### config.mk
export PLATFORM = sky130hd
export DESIGN_NAME = text_line_fetch
export DESIGN_NICKNAME = d
export VERILOG_FILES = /design/src/rtl/text_line_fetch.sv
export SDC_FILE = /design/constraint.sdc
export NUM_CORES = 1
export LEC_CHECK = 0
export CORE_MARGIN = 2
export CORE_UTILIZATION = 35
export CTS_BUF_LIST = sky130_fd_sc_hd__clkbuf_8
export CTS_CLUSTER_DIAMETER = 80
export DETAILED_ROUTE_END_ITERATION = 12
export SYNTH_ARGS = -nofsm -noshare
export SYNTH_HDL_FRONTEND = slang
export SYNTH_SLANG_ARGS = --single-unit
### constraint.sdc
create_clock -name clk -period 6.6 [get_ports clk]
set_clock_uncertainty 0.1 [all_clocks]
set_input_delay 0.66 -clock clk [delete_from_list [all_inputs] [get_ports clk]]
set_output_delay 0.66 -clock clk [all_outputs]
set_load 0.02 [all_outputs]
### src/rtl/text_line_fetch.sv
// Streams one 64-character row of the text-screen table to the glyph renderer.
// The ROM read latency is hidden by a 2-entry buffer with a bypass path to the output.
module text_line_fetch (
  input  logic        clk,
  input  logic        reset,
  input  logic        req,
  input  logic [4:0]  req_row,
  output logic        busy,
  output logic        done,
  output logic [10:0] rom_ad,
  output logic        rom_ce,
  output logic        rom_oce,
  input  logic [7:0]  rom_dout,
  output logic        ch_valid,
  input  logic        ch_ready,
  output logic [7:0]  ch_code,
  output logic [5:0]  ch_col,
  output logic        ch_last
);

  typedef enum logic {IDLE, FETCH} state_e;

  state_e      state_q;
  logic [4:0]  row_q;
  logic [6:0]  icol_q;
  logic [5:0]  ocol_q;
  logic [1:0]  cnt_q;
  logic        lnd_q;
  logic [7:0]  buf0_q, buf1_q;
  logic        rom_ce_q;
  logic [10:0] rom_ad_q;
  logic        done_q;

  logic        pop;
  logic        last_pop;
  logic [7:0]  head;
  logic [1:0]  cnt_d;
  logic [2:0]  occ_d;
  logic        issue_d;
  logic [7:0]  buf0_d, buf1_d;

  // Head of the stream is the oldest buffered byte, else the byte landing from the ROM now.
  always_comb begin
    ch_valid = (cnt_q != 2'd0) | lnd_q;
    pop      = ch_valid & ch_ready;
    last_pop = pop & (ocol_q == 6'd63);
    head     = (cnt_q != 2'd0) ? buf0_q : rom_dout;
    cnt_d    = cnt_q + {1'b0, lnd_q} - {1'b0, pop};
    // A read issued now lands two cycles later; only issue if a slot is guaranteed then.
    occ_d    = {1'b0, cnt_d} + {2'b00, rom_ce_q};
    issue_d  = (state_q == FETCH) && !icol_q[6] && (occ_d < 3'd2);
    buf0_d   = buf0_q;
    buf1_d   = buf1_q;
    if (pop)
      buf0_d = (cnt_q == 2'd2) ? buf1_q : rom_dout;
    else if (cnt_q == 2'd0)
      buf0_d = rom_dout;
    if (!pop && (cnt_q == 2'd1))
      buf1_d = rom_dout;
  end

  always_ff @(posedge clk) begin
    if (reset) begin
      state_q  <= IDLE;
      row_q    <= 5'd0;
      icol_q   <= 7'd0;
      ocol_q   <= 6'd0;
      cnt_q    <= 2'd0;
      lnd_q    <= 1'b0;
      buf0_q   <= 8'd0;
      buf1_q   <= 8'd0;
      rom_ce_q <= 1'b0;
      rom_ad_q <= 11'd0;
      done_q   <= 1'b0;
    end else begin
      case (state_q)
        IDLE: begin
          done_q   <= 1'b0;
          rom_ce_q <= 1'b0;
          lnd_q    <= 1'b0;
          if (req) begin
            state_q  <= FETCH;
            row_q    <= req_row;
            rom_ce_q <= 1'b1;
            rom_ad_q <= {req_row, 6'd0};
            icol_q   <= 7'd1;
            ocol_q   <= 6'd0;
            cnt_q    <= 2'd0;
          end
        end
        FETCH: begin
          cnt_q    <= cnt_d;
          lnd_q    <= rom_ce_q;
          buf0_q   <= buf0_d;
          buf1_q   <= buf1_d;
          rom_ce_q <= issue_d;
          done_q   <= last_pop;
          if (issue_d) begin
            rom_ad_q <= {row_q, icol_q[5:0]};
            icol_q   <= icol_q + 7'd1;
          end
          if (pop)
            ocol_q <= ocol_q + 6'd1;
          if (last_pop)
            state_q <= IDLE;
        end
        default: state_q <= IDLE;
      endcase
    end
  end

  assign busy    = (state_q == FETCH);
  assign done    = done_q;
  assign rom_ce  = rom_ce_q;
  assign rom_oce = rom_ce_q;
  assign rom_ad  = rom_ad_q;
  assign ch_code = ch_valid ? head : 8'd0;
  assign ch_col  = ocol_q;
  assign ch_last = ch_valid & (ocol_q == 6'd63);

endmodule

# Word-level counts from Yosys, hierarchy flattened
# Cells that the tools add are included.
# op_classes
addsub	5
order_cmp	1
n_eq_ne	6
mux	22
n_bitwise	5
reduce_logical	13
# ops
operator	count
2-to-1 mux 8 bit	5
2-to-1 mux 11 bit	2
one-hot mux 11 bit (2 select lines)	1
2-to-1 mux 7 bit	2
one-hot mux 7 bit (2 select lines)	1
2-to-1 mux 6 bit	2
one-hot mux 6 bit (2 select lines)	1
AND reduction 2 bit	5
one-hot mux 1 bit (2 select lines)	4
adder 7 x 1 -> 7 bit, second input constant	1
adder 6 x 1 -> 6 bit, second input constant	1
equality test 6 bit, second input constant	1
!= test 2 x 1 -> 1 bit, second input constant	2
one-hot mux 2 bit (2 select lines)	1
nonzero test 2 bit	2
adder 2 x 1 -> 3 bit	1
AND 1 bit	3
logical AND 1 bit	3
less-than comparator 3 x 2 -> 1 bit, second input constant	1
adder 2 x 1 -> 2 bit	1
equality test 2 x 1 -> 1 bit, second input constant	1
equality test 2 bit, second input constant	1
zero test 1 bit	2
zero test 2 bit	1
other kinds (6)	7
# word_totals
register_bits	51
inputBits	17
out_inout_bits	31
elab_cells	63

# Longest topological paths before layout
# Gate-level depths: netlist (run 1).
# depth
ltp_word	9
ltp_mapped	11
ltp_nobuf	9

# Least setup slack after synthesis (run 1)
# No wires, ideal clock.
# synth_path
path_kind	reg-to-reg
start	register cnt_q[0]
end	register rom_ad_q[7], in the netlist rom_ad[7]
setup_ns	0.134
arrival_time_ns	2.268
t_required_ns	6.366
slack_ns	4.098
stages_incl_launch_ff	12
n_path_buf	2
period_less_slack_ns	2.502
cell_sequence	dfxtp_1 -> or2_2 -> clkbuf_1 -> nand2_1 -> mux2i_1 -> ha_1 -> nand2_1 -> nor4bb_1 -> mux2i_2 -> buf_4 -> a221oi_2 -> a211oi_1
# synth_via
elab_chain_len	9
elab_cells_between_ends	10
classes_between	add/sub: 3; order compare: 1; eq/ne: 1; bitwise: 2; reduce/logical: 3
# synth_lines
element	line_no	text
start: declaration	27	logic [1:0] cnt_q;
start signal: assignment	92	cnt_q <= cnt_d;
nonzero test 2 bit	44	ch_valid = (cnt_q != 2'd0) | lnd_q;
OR 1 bit	44	
AND 1 bit	45	pop = ch_valid & ch_ready;
subtractor 2 x 1 -> 2 bit (*)	48	cnt_d = cnt_q + {1'b0, lnd_q} - {1'b0, pop};
adder 2 x 1 -> 3 bit (*)	50	occ_d = {1'b0, cnt_d} + {2'b00, rom_ce_q};
less-than comparator 3 x 2 -> 1 bit (*)	51	issue_d = (state_q == FETCH) && !icol_q[6] && (occ_d < 3'd2);
logical AND 1 bit (*)	51	
!= test 2 x 1 -> 1 bit (no source line) (*)	n/a	
AND reduction 2 bit (no source line) (*)	n/a	
end signal: assignment	85	rom_ad_q <= {req_row, 6'd0};
end signal: assignment	99	rom_ad_q <= {row_q, icol_q[5:0]};
end: declaration	31	logic [10:0] rom_ad_q;
# Mark *: on every way between the ends. The rest lies on a longest branch, timed or not.
# A chain may end at the register's enable or synchronous reset.

# Final worst setup path (run 1)
# layout_path
start	input port ch_ready
end	register icol_q[4]
# layout_via
elab_chain_len	7
# layout_lines
element	line_no	text
start: declaration	15	input logic ch_ready,
AND 1 bit	45	
subtractor 2 x 1 -> 2 bit	48	
adder 2 x 1 -> 3 bit	50	
less-than comparator 3 x 2 -> 1 bit	51	
logical AND 1 bit	51	
!= test 2 x 1 -> 1 bit (no source line)	n/a	
AND reduction 2 bit (no source line)	n/a	
end signal: assignment	100	icol_q <= icol_q + 7'd1;
end: declaration	25	logic [6:0] icol_q;
# Every way passes these cells.

==> reports/qor.txt, run 1 <==
Total gr overflow -> 0
Core area -> 6390 µm²
Hold Fails Final Rpt -> 0
Top cells by area, synth -> dfxtp_1 44%, mux2i_1 7.3%, nand2_1 6.8%, nor2_1 5.5%, a21oi_1 5.2%
DR pass1 iterations -> 4
Clk slew on worst S/H paths -> 0.09 ns
Post-Syn Area -> 2330 µm²
Post-Syn Instances -> 278
EDFF count, synth -> 0
Critical Path Start -> ch_ready
DP Worst Slack -> 3.31 ns
Worst setup margin -> 3.62 ns
TritonCTS Buffers -> 5
Die width -> 85.6 µm
Final Cycle Share -> 45.1%
CP max stage cell -> clkdlybuf4s50_1
Die area -> 7330 µm²
Mean Syn Cell Area -> 8.39 µm²
Max Cap Viol -> 0
Diode count -> 0
Peak supply drop -> 0.000100 V
Share of cells above drive strength 1 -> 5.99%
Drt drc -> 0
Crit path time final -> 2.98 ns
Vias in the first global route -> 1801
Worst-path cell chain -> clkdlybuf4s50_1, nand2_1, mux2i_1, ha_1, nand2_1, nor4bb_1, mux2i_2, buf_4, or3_1, a21oi_1
Setup Fix Bufs, Post-CTS -> 0
Initial Utilization -> 36.5%
Seq cells post-synth -> 51
Dominant synthesized flop cell -> dfxtp_1
Worst r2r dst -> icol_q[4]
Post-synth net total -> 298
Peak Freq -> 0.336 GHz
H-tree depth -> 2
Most numerous cell in the Yosys netlist -> dfxtp_1
HP Class -> flop to flop
Fraction of registers with async set/reset -> 0%
Largest net degree at the start of global routing -> 48
CTS sink count -> 51
Resized cells post-CTS -> 0
Port buffer count -> 47
Setup crit end -> icol_q[4]
Initial antenna violation count -> 0
Dpl hpwl -> 3.28 mm
Critical Path Start Type -> primary input
Die height -> 85.6 µm
Number of setup violations in the final report -> 0
Cts hold-fix bufs -> 0
R2R Setup Slk -> 3.78 ns
GP Congestion -> 0.715
RSZ-0062 raised after global routing -> no
Routed vias -> 1983
Syn. warnings -> 0
Row count -> 29
Post-DP Area -> 2840 µm²
Crit path top cell by count -> nand2_1
Critical Path End Type -> flop
First-pass GRT wire length -> 8.56 mm
Crit path arrival time -> 3.12 ns
Pins Over Slew Limit -> 0
Crit-path max FO -> 26
Tot Pwr -> 586 µW
Top-Level Pins -> 48
Post-Route WL -> 5.09 mm
Yosys top cell area share -> 43.8%
Final non-filler cell area -> 2930 µm²
Final setup TNS -> 0 ns
Initial DRC Count -> 113
Most frequent cells after synthesis -> 51 x dfxtp_1, 42 x nand2_1, 34 x nor2_1
Clk Tree Root Cell -> clkbuf_8
Area leader, netlist -> dfxtp_1
Reg2reg path depth -> 10
Vias per cell -> 5.03
DRT antenna net count -> 0
Sequential-to-total area share from yosys stat -> 43.8%
CP max stage delay -> 0.64 ns
Critical path class -> primary input to flop
All-Layer GR Usage -> 14.3%
Skew-Pair Late Insertion Delay -> 0.31 ns
Leakage power -> 1.05 nW
Wire per inst -> 12.9 µm
Max transition margin -> 39.3%
CTS tree -> done
Synth cell types -> 39
Data required, critical path -> 6.74 ns
Pwr/cell area -> 200 nW/µm²
Worst Tran Pin Value -> 0.909 ns
Clock Path Buffers -> 2
Status -> finished clean
Final Net Count -> 336
Post-Route Utilization -> 45.9%
RR Startpoint -> cnt_q[0]
Area growth syn-to-layout -> 25.7%
[metrics by stage]
step	hold slack, ns	cells
6_report	0.360	394
5_1_grt	0.393	394
4_1_cts	0.363	394
3_5_place_dp	0.349	386
3_3_place_gp	0.346	386
2_1_floorplan	0.336	278
[sequential cells by signal, indices dropped and copies added (netlist names)]
name,cells
rom_ad,11
cnt_q,2
icol_q,7
buf1_q,8
busy,1
lnd_q,1
row_q,5
buf0_q,8
done,1
rom_ce,1
ch_col,6
[cell type report]
class | instances | area, µm²
inverter | 2 | 7.51
clock buffer | 5 | 68.8
sequential | 51 | 1020
clock inverter | 3 | 18.8
multi-input combinational | 206 | 1230
fill | 648 | 3450
tap | 77 | 96.3
timing repair buffer | 50 | 493
[layer usage]
layer,up-vias,share of wire [%],GRT usage [%]
met4,0,1.1,3.90
li1,1049,-,-
met3,6,4.7,3.66
met2,38,43,21.6
met5,-,0,0
met1,890,51,20.2
[cells by family after synthesis]
family,Yosys count,share of synthesized area [%]
and+or+nand+nor,120,24.4
AOI/OAI and AO/OA,62,17.1
DFF,51,43.8
buffers and inverters,21,3.92
muxes,20,8.85
adders and majority gates,3,1.61
xor gates and xnor gates,1,0.376
[critical path: cells and delay by family]
family / cells / cell delay, ns
adders and majority gates: 1 / 0.26
and+or+nand+nor: 4 / 0.91
AOI/OAI and AO/OA: 1 / 0.14
buffers and inverters: 2 / 0.88
muxes: 2 / 0.26
[how the worst min path moves through the flow]
stage / startpoint / end / slack (ns) / cells past startpoint
after floorplan: row_q[0] / row_q[0] / 0.34 / 2
after global placement: row_q[4] / row_q[4] / 0.35 / 2
after detailed placement: rom_ad[0] / rom_ad[0] / 0.35 / 2
after CTS: row_q[3] / row_q[3] / 0.36 / 2
after global routing: row_q[4] / row_q[4] / 0.39 / 2
final: row_q[3] / row_q[3] / 0.36 / 2
[layout by cell type, fill, tap and decap left out, types with 3 or more instances in the layout]
cell,instances
nor3_1,4
clkdlybuf4s50_1,47
buf_4,3
a211oi_1,16
or3_1,4
nand2_1,42
nand2b_1,3
ha_1,3
a221oi_1,3
nor2_1,34
clkbuf_8,5
nor2b_1,7
nor3b_1,3
o21ai_0,10
dfxtp_1,51
mux2i_1,17
a21oi_1,24
nand3_1,12
o21ai_1,3
[power breakdown]
part	internal [mW]	leakage [nW]	switching, mW
logic	0.0341	0.583	0.0404
clock network	0.0749	0.0483	0.107
registers	0.319	0.416	0.0109
total	0.428	1.05	0.158
Note: power is estimated with default switching activity, not from simulation.
==> run 2: changes to the inputs <==
==> constraint.sdc (replaced) <==
create_clock -name clk -period 2.91 [get_ports clk]
set_clock_uncertainty 0.1 [all_clocks]
set_input_delay 0.291 -clock clk [delete_from_list [all_inputs] [get_ports clk]]
set_output_delay 0.291 -clock clk [all_outputs]
set_load 0.02 [all_outputs]
==> run 2 against run 1 <==
  * Worst hold slack improved by 0.0021 ns
  * Total power rose to 2.6 times the previous value
  * Utilization is 2.2 points higher
  * Via count is 4.7% higher
  * Critical endpoint unchanged
==> reports/qor.txt, run 2 (synthesis gave the netlist of run 1 again) <==
DRT antenna net count -> 0 (unchanged)
Reg2reg path depth -> 10 (unchanged)
Clock Path Buffers -> 2 (unchanged)
Max transition margin -> 54.5% (+15 points)
First-pass GRT wire length -> 9.29 mm (+8.5%)
Largest net degree at the start of global routing -> 39 (-19%)
Max Cap Viol -> 0 (unchanged)
Number of setup violations in the final report -> 0 (unchanged)
Combinational power share -> 12.5% (-0.2 points)
Status -> finished clean
GP Congestion -> 0.712 (-0.46%)
CTS tree -> done
Max reg flops -> 11 (unchanged)
Filler cells -> 615 (-5.1%)
RR Startpoint -> cnt_q[0]
Initial antenna violation count -> 0 (unchanged)
Share of cells above drive strength 1 -> 8.59% (+2.6 points)
CTS sink count -> 51 (unchanged)
All-Layer GR Usage -> 15.5% (+1.2 points)
Peak Freq -> 0.401 GHz
DP Worst Slack -> 0.178 ns (-3.14 ns)
Skew-Pair Late Insertion Delay -> 0.31 ns (about the same)
Data required, critical path -> 3.05 ns (-3.69 ns)
Crit-path max FO -> 26 (unchanged)
P_int -> 1.15 mW (+170%)
Setup Fix Bufs, Post-CTS -> 0 (unchanged)
Initial DRC Count -> 71 (-37%)
Die height -> 85.6 µm (unchanged)
TritonCTS Buffers -> 5 (unchanged)
Critical path class -> flop to flop
Final non-filler cell area -> 3070 µm² (+4.8%)
Top-Level Pins -> 48 (unchanged)
Final Net Count -> 345 (+2.7%)
Flop pwr share -> 48.9% (-7.4 points)
RSZ-0062 raised after global routing -> no
Worst Tran Pin Value -> 0.672 ns (-0.237 ns)
Vias in the first global route -> 1941 (+7.8%)
DR pass1 iterations -> 5 (+1)
Drt drc -> 0 (unchanged)
Final Cycle Share -> 85.8%
Die width -> 85.6 µm (unchanged)
Worst r2r dst -> icol_q[4]
Dpl hpwl -> 3.52 mm (+7.1%)
Resized cells post-CTS -> 0 (unchanged)
HP Class -> flop to flop
Core area -> 6390 µm² (unchanged)
Clk Tree Root Cell -> clkbuf_8
Crit path time final -> 2.50 ns
Total gr overflow -> 0 (unchanged)
Hold EP -> row_q[4]
Cts hold-fix bufs -> 0 (unchanged)
Pins Over Slew Limit -> 0 (unchanged)
Diode count -> 0 (unchanged)
Share of power burned in the clock network -> 38.6% (+7.6 points)
Switching share of total power -> 23.8% (-3.2 points)
Critical Path Start Type -> flop
Routed vias -> 2077 (+4.7%)
Final setup TNS -> 0 ns (unchanged)
Row count -> 29 (unchanged)
Vias per cell -> 5.15 (+2.4%)
Die area -> 7330 µm² (unchanged)
Initial Utilization -> 36.5% (unchanged)
Post-DP Area -> 2940 µm² (+3.3%)
Area growth syn-to-layout -> 31.8%
Hold path depth -> 2 (unchanged)
Wire per inst -> 12.9 µm (+0.17%)
R2R Setup Slk -> 0.41 ns (-3.37 ns)
Reg area -> 1020 µm² (unchanged)
Port buffer count -> 47 (unchanged)
Critical Path End Type -> flop
Multi-input logic area -> 1230 µm² (unchanged)
Hold Fails Final Rpt -> 0 (unchanged)
Post-Route WL -> 5.22 mm (+2.5%)
Pwr/cell area -> 493 nW/µm² (+150%)
Commonest non-fill, non-tap cells in the layout -> 51 x dfxtp_1, 47 x clkdlybuf4s50_1, 42 x nand2_1
Net load switching power -> 360 µW (+130%)
Worst Hold Launch -> row_q[4]
Worst setup margin -> 0.414 ns (-3.21 ns)
Peak supply drop -> 0.000286 V (+190%)
Crit path arrival time -> 2.64 ns (-0.48 ns)
Clk slew on worst S/H paths -> 0.09 ns (about the same)
Commonest non-fill, non-tap cell in the layout -> dfxtp_1
H-tree depth -> 2 (unchanged)
Leakage power -> 1.12 nW (+6.9%)
## run 2: changes by cell type in the layout (fill, tap and decap cells not counted)
| cell | delta |
|---|---|
| clkinvlp_4 | +1 |
| clkinv_2 | -2 |
| buf_4 | +7 |
| bufinv_16 | +2 |
| inv_6 | -1 |
| buf_12 | +2 |
## run 2: power groups by stage
stage	Clock (mW)	Sequential, mW	Combinational (mW)
after global routing	0.636	0.745	0.209
after global placement	0	0.756	0.188
after floorplan	0	0.765	0.0958
after detailed placement	0	0.756	0.190
after CTS	0.601	0.741	0.191
final	0.584	0.740	0.190
## run 2: area by class of cell
class | count | share of cell area [%]
tap | 77 | 3.14
clock inverter | 3 | 2.20
sequential | 51 | 33.2
multi-input combinational | 206 | 39.9
inverter | 2 | 0.244
timing repair buffer | 59 | 19.1
clock buffer | 5 | 2.24
## run 2: worst max-delay path: stages, from the launching register on
cell and delay (ns):
dfxtp_1 0.32, or2_2 0.30, nand2_1 0.07, mux2i_1 0.06, ha_1 0.29, nand2_1 0.07
nor4bb_1 0.39, mux2i_2 0.15, buf_12 0.19, or3_1 0.34, a21oi_1 0.14
## run 2: how the worst max path moves through the flow
stage,start,to,slack (ns)
global placement,ch_ready,icol_q[4],0.27
global route,cnt_q[0],icol_q[4],0.20
finish,cnt_q[0],icol_q[4],0.41
detailed placement,ch_ready,icol_q[4],0.18
floorplan,cnt_q[0],rom_ad[7],0.41
CTS,cnt_q[0],icol_q[3],0.41
## run 2: metal layers
metal,wire length (µm),share of wire (%),track usage [%]
met1,2570,49,21.4
met2,2360,45,24.0
met3,239,4.6,4.52
met4,51,0.98,3.46
met5,0,0,0
## run 2: stage by stage
stage / std cells / utilization [%] / total power [mW] / hold WS, ns
2_1_floorplan: 278 / - / 0.861 / 0.327
3_3_place_gp: 395 / 46.0 / 0.944 / 0.343
3_5_place_dp: 395 / 46.0 / 0.947 / 0.351
4_1_cts: 403 / 48.1 / 1.53 / 0.365
5_1_grt: 403 / 48.1 / 1.59 / 0.394
6_report: 403 / 48.1 / 1.51 / 0.362
